File: src/rtl/multicycle_control_if.sv
// Unified memory port shared by instruction fetch and data access,
// with a waitrequest handshake that stretches the current access.
interface multicycle_control_if;
  logic mem_waitrequest;
  logic mem_read;
  logic mem_write;
  logic i_or_d;

  modport master (
    input  mem_waitrequest,
    output mem_read,
    output mem_write,
    output i_or_d
  );

  modport slave (
    output mem_waitrequest,
    input  mem_read,
    input  mem_write,
    input  i_or_d
  );
endinterface

File: src/rtl/multicycle_control.sv
// Multi-cycle MIPS control FSM: FETCH/DECODE/EXEC/MEM/WB/HALT over one shared memory port.
// Optional stall counter output enabled by defining MULTICYCLE_CONTROL_STALL_CNT_EN.
module multicycle_control #(
  parameter bit HALT_ON_ILLEGAL = 1'b0,
  parameter int STALL_CNT_W     = 16
) (
  input  logic       clk,
  input  logic       reset_n,
  input  logic [5:0] instruction_opcode,
  input  logic [5:0] func_code,
  input  logic       halt_req,
  multicycle_control_if.master mem,
  output logic [2:0] state,
  output logic       active,
  output logic       ir_write,
  output logic       pc_write,
  output logic       pc_write_cond,
  output logic       mem_to_reg,
  output logic       reg_write,
  output logic       alu_src_a,
  output logic [1:0] reg_dst,
  output logic [1:0] alu_src_b,
  output logic [5:0] alu_op,
  output logic       illegal_instr
`ifdef MULTICYCLE_CONTROL_STALL_CNT_EN
  ,
  output logic [STALL_CNT_W-1:0] stall_cycles
`endif
);

  typedef enum logic [2:0] {
    S_FETCH  = 3'd0,
    S_DECODE = 3'd1,
    S_EXEC   = 3'd2,
    S_MEM    = 3'd3,
    S_WB     = 3'd4,
    S_HALT   = 3'd5
  } state_e;

  typedef enum logic [3:0] {
    C_RTYPE, C_JR, C_J, C_JAL, C_BRANCH, C_IMM, C_LW, C_SW, C_ILLEGAL
  } instr_e;

  if (STALL_CNT_W < 1) begin : g_bad_width
    $error("STALL_CNT_W must be at least 1");
  end

  state_e state_q, state_d;
  instr_e cls;
  logic   mem_read_c, mem_write_c, i_or_d_c;

  // The IR is stable from DECODE onwards, so the class can be decoded live every cycle.
  always_comb begin
    cls = C_ILLEGAL;
    case (instruction_opcode)
      6'h00:                      cls = (func_code == 6'h08) ? C_JR : C_RTYPE;
      6'h02:                      cls = C_J;
      6'h03:                      cls = C_JAL;
      6'h04, 6'h05:               cls = C_BRANCH;
      6'h08, 6'h09, 6'h0A, 6'h0B,
      6'h0C, 6'h0D, 6'h0E, 6'h0F: cls = C_IMM;
      6'h23:                      cls = C_LW;
      6'h2B:                      cls = C_SW;
      default:                    cls = C_ILLEGAL;
    endcase
  end

  always_comb begin
    // NOTE: every output gets a default first so no path through the case infers a latch.
    state_d       = state_q;
    ir_write      = 1'b0;
    pc_write      = 1'b0;
    pc_write_cond = 1'b0;
    mem_to_reg    = 1'b0;
    reg_write     = 1'b0;
    alu_src_a     = 1'b0;
    reg_dst       = 2'd0;
    alu_src_b     = 2'd0;
    alu_op        = 6'h00;
    illegal_instr = 1'b0;
    mem_read_c    = 1'b0;
    mem_write_c   = 1'b0;
    i_or_d_c      = 1'b0;

    case (state_q)
      S_FETCH: begin
        alu_op    = 6'h09;
        alu_src_b = 2'd1;
        if (halt_req) begin
          state_d = S_HALT;
        end else begin
          mem_read_c = 1'b1;
          if (!mem.mem_waitrequest) begin
            ir_write = 1'b1;
            pc_write = 1'b1;
            state_d  = S_DECODE;
          end
        end
      end
      S_DECODE: begin
        alu_op    = 6'h09;
        alu_src_b = 2'd3;
        if (cls == C_ILLEGAL) begin
          illegal_instr = 1'b1;
          state_d       = HALT_ON_ILLEGAL ? S_HALT : S_FETCH;
        end else begin
          state_d = S_EXEC;
        end
      end
      S_EXEC: begin
        alu_op  = instruction_opcode;
        state_d = S_FETCH;
        case (cls)
          C_RTYPE: begin
            alu_src_a = 1'b1;
            state_d   = S_WB;
          end
          C_JR, C_J: pc_write = 1'b1;
          C_JAL: begin
            pc_write  = 1'b1;
            reg_write = 1'b1;
            reg_dst   = 2'd2;
          end
          C_BRANCH: begin
            alu_src_a     = 1'b1;
            pc_write_cond = 1'b1;
          end
          C_IMM: begin
            alu_src_a = 1'b1;
            alu_src_b = 2'd2;
            state_d   = S_WB;
          end
          C_LW, C_SW: begin
            alu_src_a = 1'b1;
            alu_src_b = 2'd2;
            state_d   = S_MEM;
          end
          default: state_d = S_FETCH;
        endcase
      end
      S_MEM: begin
        i_or_d_c    = 1'b1;
        mem_read_c  = (cls == C_LW);
        mem_write_c = (cls == C_SW);
        if (!mem.mem_waitrequest) state_d = (cls == C_LW) ? S_WB : S_FETCH;
      end
      S_WB: begin
        reg_write  = 1'b1;
        mem_to_reg = (cls == C_LW);
        reg_dst    = (cls == C_RTYPE) ? 2'd1 : 2'd0;
        state_d    = S_FETCH;
      end
      S_HALT:  state_d = S_HALT;
      default: state_d = S_FETCH;
    endcase

    // Reset is synchronous, so the strobes must be quiet combinationally during the reset cycle.
    if (!reset_n) begin
      state_d       = S_FETCH;
      ir_write      = 1'b0;
      pc_write      = 1'b0;
      pc_write_cond = 1'b0;
      mem_to_reg    = 1'b0;
      reg_write     = 1'b0;
      alu_src_a     = 1'b0;
      reg_dst       = 2'd0;
      alu_src_b     = 2'd0;
      illegal_instr = 1'b0;
      mem_read_c    = 1'b0;
      mem_write_c   = 1'b0;
      i_or_d_c      = 1'b0;
    end
  end

  // NOTE: sequential state uses non-blocking assignments so every flop samples pre-edge values.
  always_ff @(posedge clk) begin
    if (!reset_n) state_q <= S_FETCH;
    else          state_q <= state_d;
  end

  assign state          = state_q;
  assign active         = reset_n && (state_q != S_HALT);
  assign mem.mem_read   = mem_read_c;
  assign mem.mem_write  = mem_write_c;
  assign mem.i_or_d     = i_or_d_c;

`ifdef MULTICYCLE_CONTROL_STALL_CNT_EN
  logic [STALL_CNT_W-1:0] stall_q, stall_d;

  always_comb begin
    stall_d = stall_q;
    if ((state_q == S_FETCH || state_q == S_MEM) && mem.mem_waitrequest && (stall_q != '1))
      stall_d = stall_q + STALL_CNT_W'(1);
  end

  always_ff @(posedge clk) begin
    if (!reset_n) stall_q <= '0;
    else          stall_q <= stall_d;
  end

  assign stall_cycles = stall_q;
`endif

endmodule

File: src/flat_wrapper.sv
// flat-port wrapper written by rule: the top's interface ports become plain ports
module multicycle_control_flat 
#(
  parameter bit HALT_ON_ILLEGAL = 1'b0,
  parameter int STALL_CNT_W     = 16
)
  (clk, reset_n, instruction_opcode, func_code, halt_req, state, active, ir_write, pc_write, pc_write_cond, mem_to_reg, reg_write, alu_src_a, reg_dst, alu_src_b, alu_op, illegal_instr, mem_mem_waitrequest, mem_mem_read, mem_mem_write, mem_i_or_d);
  multicycle_control_if mem_i ();
  input  logic clk;
  input  logic reset_n;
  input  logic [5:0] instruction_opcode;
  input  logic [5:0] func_code;
  input  logic halt_req;
  output logic [2:0] state;
  output logic active;
  output logic ir_write;
  output logic pc_write;
  output logic pc_write_cond;
  output logic mem_to_reg;
  output logic reg_write;
  output logic alu_src_a;
  output logic [1:0] reg_dst;
  output logic [1:0] alu_src_b;
  output logic [5:0] alu_op;
  output logic illegal_instr;
  input wire logic [$bits(mem_i.mem_waitrequest)-1:0] mem_mem_waitrequest;
  output wire logic [$bits(mem_i.mem_read)-1:0] mem_mem_read;
  output wire logic [$bits(mem_i.mem_write)-1:0] mem_mem_write;
  output wire logic [$bits(mem_i.i_or_d)-1:0] mem_i_or_d;
  assign mem_i.mem_waitrequest = mem_mem_waitrequest;
  assign mem_mem_read = mem_i.mem_read;
  assign mem_mem_write = mem_i.mem_write;
  assign mem_i_or_d = mem_i.i_or_d;
  multicycle_control #(.HALT_ON_ILLEGAL(HALT_ON_ILLEGAL), .STALL_CNT_W(STALL_CNT_W)) u_core (.clk(clk), .reset_n(reset_n), .instruction_opcode(instruction_opcode), .func_code(func_code), .halt_req(halt_req), .mem(mem_i), .state(state), .active(active), .ir_write(ir_write), .pc_write(pc_write), .pc_write_cond(pc_write_cond), .mem_to_reg(mem_to_reg), .reg_write(reg_write), .alu_src_a(alu_src_a), .reg_dst(reg_dst), .alu_src_b(alu_src_b), .alu_op(alu_op), .illegal_instr(illegal_instr));
endmodule
File: config.mk
export PLATFORM = sky130hd
export DESIGN_NAME = multicycle_control_flat
export DESIGN_NICKNAME = d
export VERILOG_FILES = /design/src/rtl/multicycle_control_if.sv /design/src/rtl/multicycle_control.sv /design/src/flat_wrapper.sv
export SDC_FILE = /design/constraint.sdc
export NUM_CORES = 1
export LEC_CHECK = 0
export ABC_AREA = 0
export BUFFER_PORTS_ARGS = -buffer_cell sky130_fd_sc_hd__buf_4
export CORE_MARGIN = 1.5
export CORE_UTILIZATION = 25
export CTS_CLUSTER_SIZE = 8
export DETAILED_ROUTE_END_ITERATION = 12
export PLACE_DENSITY_LB_ADDON = 0.3
export SYNTH_ARGS = -nofsm -noshare
export SYNTH_HDL_FRONTEND = slang
export SYNTH_SLANG_ARGS = --single-unit
File: constraint.sdc
create_clock -name clk -period 3.11 [get_ports clk]
set_clock_uncertainty 0.05 [all_clocks]
set_input_delay 0.1555 -clock clk [delete_from_list [all_inputs] [get_ports clk]]
set_output_delay 0.1555 -clock clk [all_outputs]
set_load 0.1 [all_outputs]
### Yosys cells after proc, flatten, opt, wreduce, memory -nomap -nowiden

Index checks and enable logic that the tools add are counted.

* flip-flop bits (word level): 3
* bits in latches: 0
* memory bits (writable): 0
* ROM bits: 0
* input port bits: 16
* output and inout port bits: 24
* logic and storage cells: 90
* memories: 0

* $add $sub $neg: 0
* multipliers: 0
* div/mod/pow operators: 0
* magnitude comparators: 0
* equal/unequal tests: 31
* shift-type cells: 0
* mux-type cells: 45
* bitwise logic cells: 0
* reduce and logical (&&, ||, !) cells: 13

Operators by type and width (number)
* equality test 6 x 4 -> 1 bit (second input constant): 9
* one-hot mux 4 bit (7 select lines): 1
* two-way mux 1 bit: 27
* equality test 4 x 3 -> 1 bit (second input constant): 4
* one-hot mux 3 bit (5 select lines): 1
* equality test 6 x 2 -> 1 bit (second input constant): 2
* equality test 6 x 3 -> 1 bit (second input constant): 2
* equality test 6 bit (second input constant): 2
* two-way mux 3 bit: 4
* one-hot mux 6 bit (2 select lines): 1
* two-way mux 2 bit: 5
* equality test 4 x 2 -> 1 bit (second input constant): 2
* OR reduction 2 bit: 4
* OR reduction 8 bit: 1
* equality test 3 x 2 -> 1 bit (second input constant): 2
* equality test 3 bit (second input constant): 2
* logical NOT 6 bit: 1
* inequality test 3 bit (second input constant): 2
* one-hot mux 1 bit (2 select lines): 3
* one-hot mux 2 bit (3 select lines): 1
* one-hot mux 3 bit (2 select lines): 1
* OR reduction 3 bit: 2
* OR reduction 5 bit: 1
* equality test 4 x 1 -> 1 bit (second input constant): 1
* 8 further kinds: 8

### Depth between registers and ports, before layout

* word-level depth: 8
* gate-level depth with buffers: 6
* gate-level depth less buffers: 4

### Worst setup path before layout

OpenSTA, ideal clock, no wires.

* path kind: flip-flop to output port
* start point: reg u_core.state_q[1], in the netlist u_core.state[1]
* end point: out pc_write
* data arrival time: 4.132 ns
* required time: 2.904 ns
* setup slack: -1.228 ns
* cell stages (with the launch flop): 6
* path buffers: 1
* cells stage by stage: dfxtp_1 -> buf_2 -> nor2_1 -> nand2_1 -> nor3_1 -> a31o_1

* longest elaborated chain between the ends: 3
* elaborated cells on any way between the ends: 4
* classes of those cells: eq/ne (1); mux (2); reduce/logical (1)

RTL lines
* start, declared: line multicycle_control.sv:48 `state_e state_q, state_d;`
* start signal, assigned: line multicycle_control.sv:178 `else state_q <= state_d;`
* equality test 3 x 2 -> 1 bit or logical NOT 3 bit (tied branches): line multicycle_control.sv:85 `case (state_q)`
* one-hot mux 1 bit (2 select lines) (*): line multicycle_control.sv:85
* two-way mux 1 bit (*): line multicycle_control.sv:158 `if (!reset_n) begin`
* end, declared: line flat_wrapper.sv:17 `output logic pc_write;`

Every way passes the cells marked *; elsewhere a longest branch is shown, timed or not.

### Final worst setup path

* start point: reg u_core.state_q[2], in the netlist u_core.state[2]
* end point: out reg_write

* longest elaborated chain between the ends: 3
* elaborated cells on any way between the ends: 4
* classes of those cells: eq/ne (2); mux (2)

RTL lines
* equality test 3 bit or equality test 3 x 2 -> 1 bit (tied branches): line multicycle_control.sv:85
* one-hot mux 1 bit (2 select lines) (*): line multicycle_control.sv:85
* two-way mux 1 bit (*): line multicycle_control.sv:158
* end, declared: line flat_wrapper.sv:20 `output logic reg_write;`

Marked as above.

==> results.py <==
metrics = {
    "critical_path": {
        "critical_path.cell_chain": "nor2b_1 > nand3_1 > a2111oi_4 > a31o_4 > buf_4",
        "worstPathMaxFanout": 14,
        "startpoint_type": "flop",
        "end_kind": "primary output",
        "critical-path-slowest-cell": "dfxtp_1",
        "arrival_ns": 2.10,
        "cpPeakStageDelay_ns": 0.45,
        "worstPathRequired_ns": 2.90,
        "crit_type": "reg2out",
    },
    "sta": {
        "slew_headroom_pct": 66.28,
        "fin_tns_setup_ns": 0,
        "tightestPinTransition_ns": 0.5052,
        "hold_viol": 0,
        "finalCritPeriodShare_pct": 74.03,
        "layout_setup_ws_ns": 0.8076,
        "setup_viol": 0,
        "min_period_ns": 2.302,
        "fmax_mhz": 434.3,
        "final-max-slew-violation-count": 0,
        "grt_setup_unrepaired": "no",
    },
    "synth": {
        "synth-seq-cells": 3,
        "ys_types": 41,
        "postSynthCellCount": 94,
        "synth.most_common_cell": "a21oi_1",
        "synth_top_area_cell": "dfxtp_1",
        "syn_area_per_cell_um2": 6.828,
        "syn_nets": 110,
        "synth_edf_count": 0,
        "netlist.area_leader.share_pct": 9.357,
        "ys_seq_area_share_pct": 9.357,
        "netlist_area_um2": 641.9,
        "synth.area.top_cells": "dfxtp_1, nor2b_1, a21oi_1",
        "yosys-top-cells-count": "a21oi_1, nor2_1, nor2b_1, nand2_1",
        "async_flop_share_pct": 0,
        "ys_warn_count": 0,
        "synthFlopType": "dfxtp_1",
    },
    "pwr": {
        "power.density_nw_per_um2": 391.9,
        "irDropWorstVdd_uv": 272.5,
        "finalPower_mw": 0.3854,
        "power_frac_clock_pct": 18.1,
        "sw_frac_of_total_pct": 59.37,
        "combPwrFrac_pct": 66.2,
        "leakagePower_nw": 0.4217,
        "internal_power_mw": 0.1566,
        "switchingPower_mw": 0.2288,
        "pwr-share-seq_pct": 15.8,
    },
    "global_routing": {
        "antenna_found_initial": 0,
        "grt_pass1_wl_um": 3229,
        "grt_pass1_vias": 751,
        "overflow": 0,
        "track_usage_pct": 15.54,
        "grt_max_degree": 20,
    },
    "drt": {
        "drtPass1Iterations": 4,
        "via_count": 872,
        "ant_nets": 0,
        "drt_wl_total_um": 2262,
        "drcViolationCount": 0,
        "drt-initial-drc-count": 22,
        "detail_route.wl_per_cell_um": 14.05,
        "avgViaCountPerCell": 5.416,
    },
    "place": {
        "routabilityCongestion": 0.8362,
        "post-place-ws_ns": 1.095,
        "dp_cells": 157,
        "dp_hpwl_um": 1762,
        "numPortBuffers": 39,
    },
    "clock_tree": {
        "cts_setup_buffers": 0,
        "clkTransAtPathRegs_ns": 0.04,
        "insertion_delay_ns": 0.24,
        "holdBufCountCts": 0,
        "cts_root_buffer": "clkbuf_4",
        "cts-resized-gates": 0,
        "clk_path_buf_depth": 2,
        "cts_tree": "yes",
        "cts_num_sinks": 3,
        "numCtsBuffers": 3,
        "h-tree-depth": 1,
    },
    "cells_and_area": {
        "fin_nets": 148,
        "largest_reg_flops": 3,
        "diodes": 0,
        "drive_gt1_share_pct": 39.69,
        "fin_cells": 161,
        "syn_to_final_growth_pct": 53.22,
    },
    "floorplanning": {
        "start_util_pct": 26.15,
        "rows": 18,
        "die_area_um2": 2880,
        "pin_count": 40,
        "fp.dieH_um": 53.67,
        "die_w_um": 53.67,
        "core_area_um2": 2455,
    },
    "flow_run": {
        "cap_violations": 0,
    },
    "min_path": {
        "hold_class": "in2reg",
    },
    "run_status": {
        "outcome": "finished, final reports clean",
    },
}
-- layer usage --
metal | part of all wire, % | vias up | wire [um] | GRT usage, %
li1 | - | 428 | - | -
met1 | 43 | 391 | 978 | 18.54
met2 | 46 | 45 | 1049 | 26.02
met3 | 6.9 | 8 | 156 | 1.389
met4 | 3.4 | 0 | 77 | 10.68
met5 | 0 | - | 0 | 0
-- layout make-up --
type / count / area [um2]
clock buffer: 4 / 26.28
fill: 267 / 1471
inverter: 5 / 18.77
multi-input combinational: 80 / 544.3
sequential: 3 / 63.81
tap: 30 / 37.54
timing repair buffer: 39 / 292.8
-- layout by cell type, fill, tap and decap left out, types with 2 or more instances in the layout --
master     n
buf_4     39
a21oi_1    9
nor2_1     8
nor2b_1    8
nand2_1    6
inv_1      5
o21ai_0    5
nand2b_1   4
nor3_1     4
and2_1     3
clkbuf_4   3
nand3_1    2
nor4b_1    2
and3_1     2
dfxtp_1    2
-- per-stage QoR --
| stage | hold WS (ns) | cell area [um2] | util (%) |
|---|---|---|---|
| global route | 0.1916 | 983.4 | 40.06 |
| detailed placement | 0.3932 | 957.2 | 38.99 |
| floorplan | 0.2251 | 659.4 | - |
| finish | 0.1745 | 983.4 | 40.06 |
| global placement | 0.3943 | 957.2 | 38.99 |
| CTS | 0.1538 | 983.4 | 40.06 |
-- final timing paths --
kind | depth (start not counted) | end | slack [ns] | start
worst min-delay path | 3 | u_core.state[1]$_SDFFE_PN0P_ | 0.17 | mem_mem_waitrequest
worst max-delay path | 5 | reg_write | 0.81 | u_core.state[2]$_SDFFE_PN0P_
worst max register to register | 4 | u_core.state[1]$_SDFFE_PN0P_ | 1.50 | u_core.state[2]$_SDFFE_PN0P_
worst min register to register | 2 | u_core.state[1]$_SDFFE_PN0P_ | 0.65 | u_core.state[1]$_SDFFE_PN0P_
-- worst max-delay path, delay by kind of cell, from the launching register on --
family	cells	cell delay (ns)
buf+inv	1	0.28
compound gates	2	0.51
simple gates	2	0.63
flops	1	0.45
-- logic make-up after synthesis --
| kind of cell | synth area share [%] |
|---|---|
| buf+inv | 7.992 |
| compound gates | 39.96 |
| flops | 9.357 |
| simple gates | 42.69 |
-- power groups by stage --
| stage | clock, mW | sequential [mW] | combinational (mW) |
|---|---|---|---|
| 2_1_floorplan | 0 | 0.0804 | 0.175 |
| 3_3_place_gp | 0 | 0.0596 | 0.254 |
| 3_5_place_dp | 0 | 0.0602 | 0.255 |
| 4_1_cts | 0.0743 | 0.0596 | 0.256 |
| 5_1_grt | 0.0741 | 0.0621 | 0.267 |
| 6_report | 0.0697 | 0.0607 | 0.255 |
(Power assumes the default switching activity.)
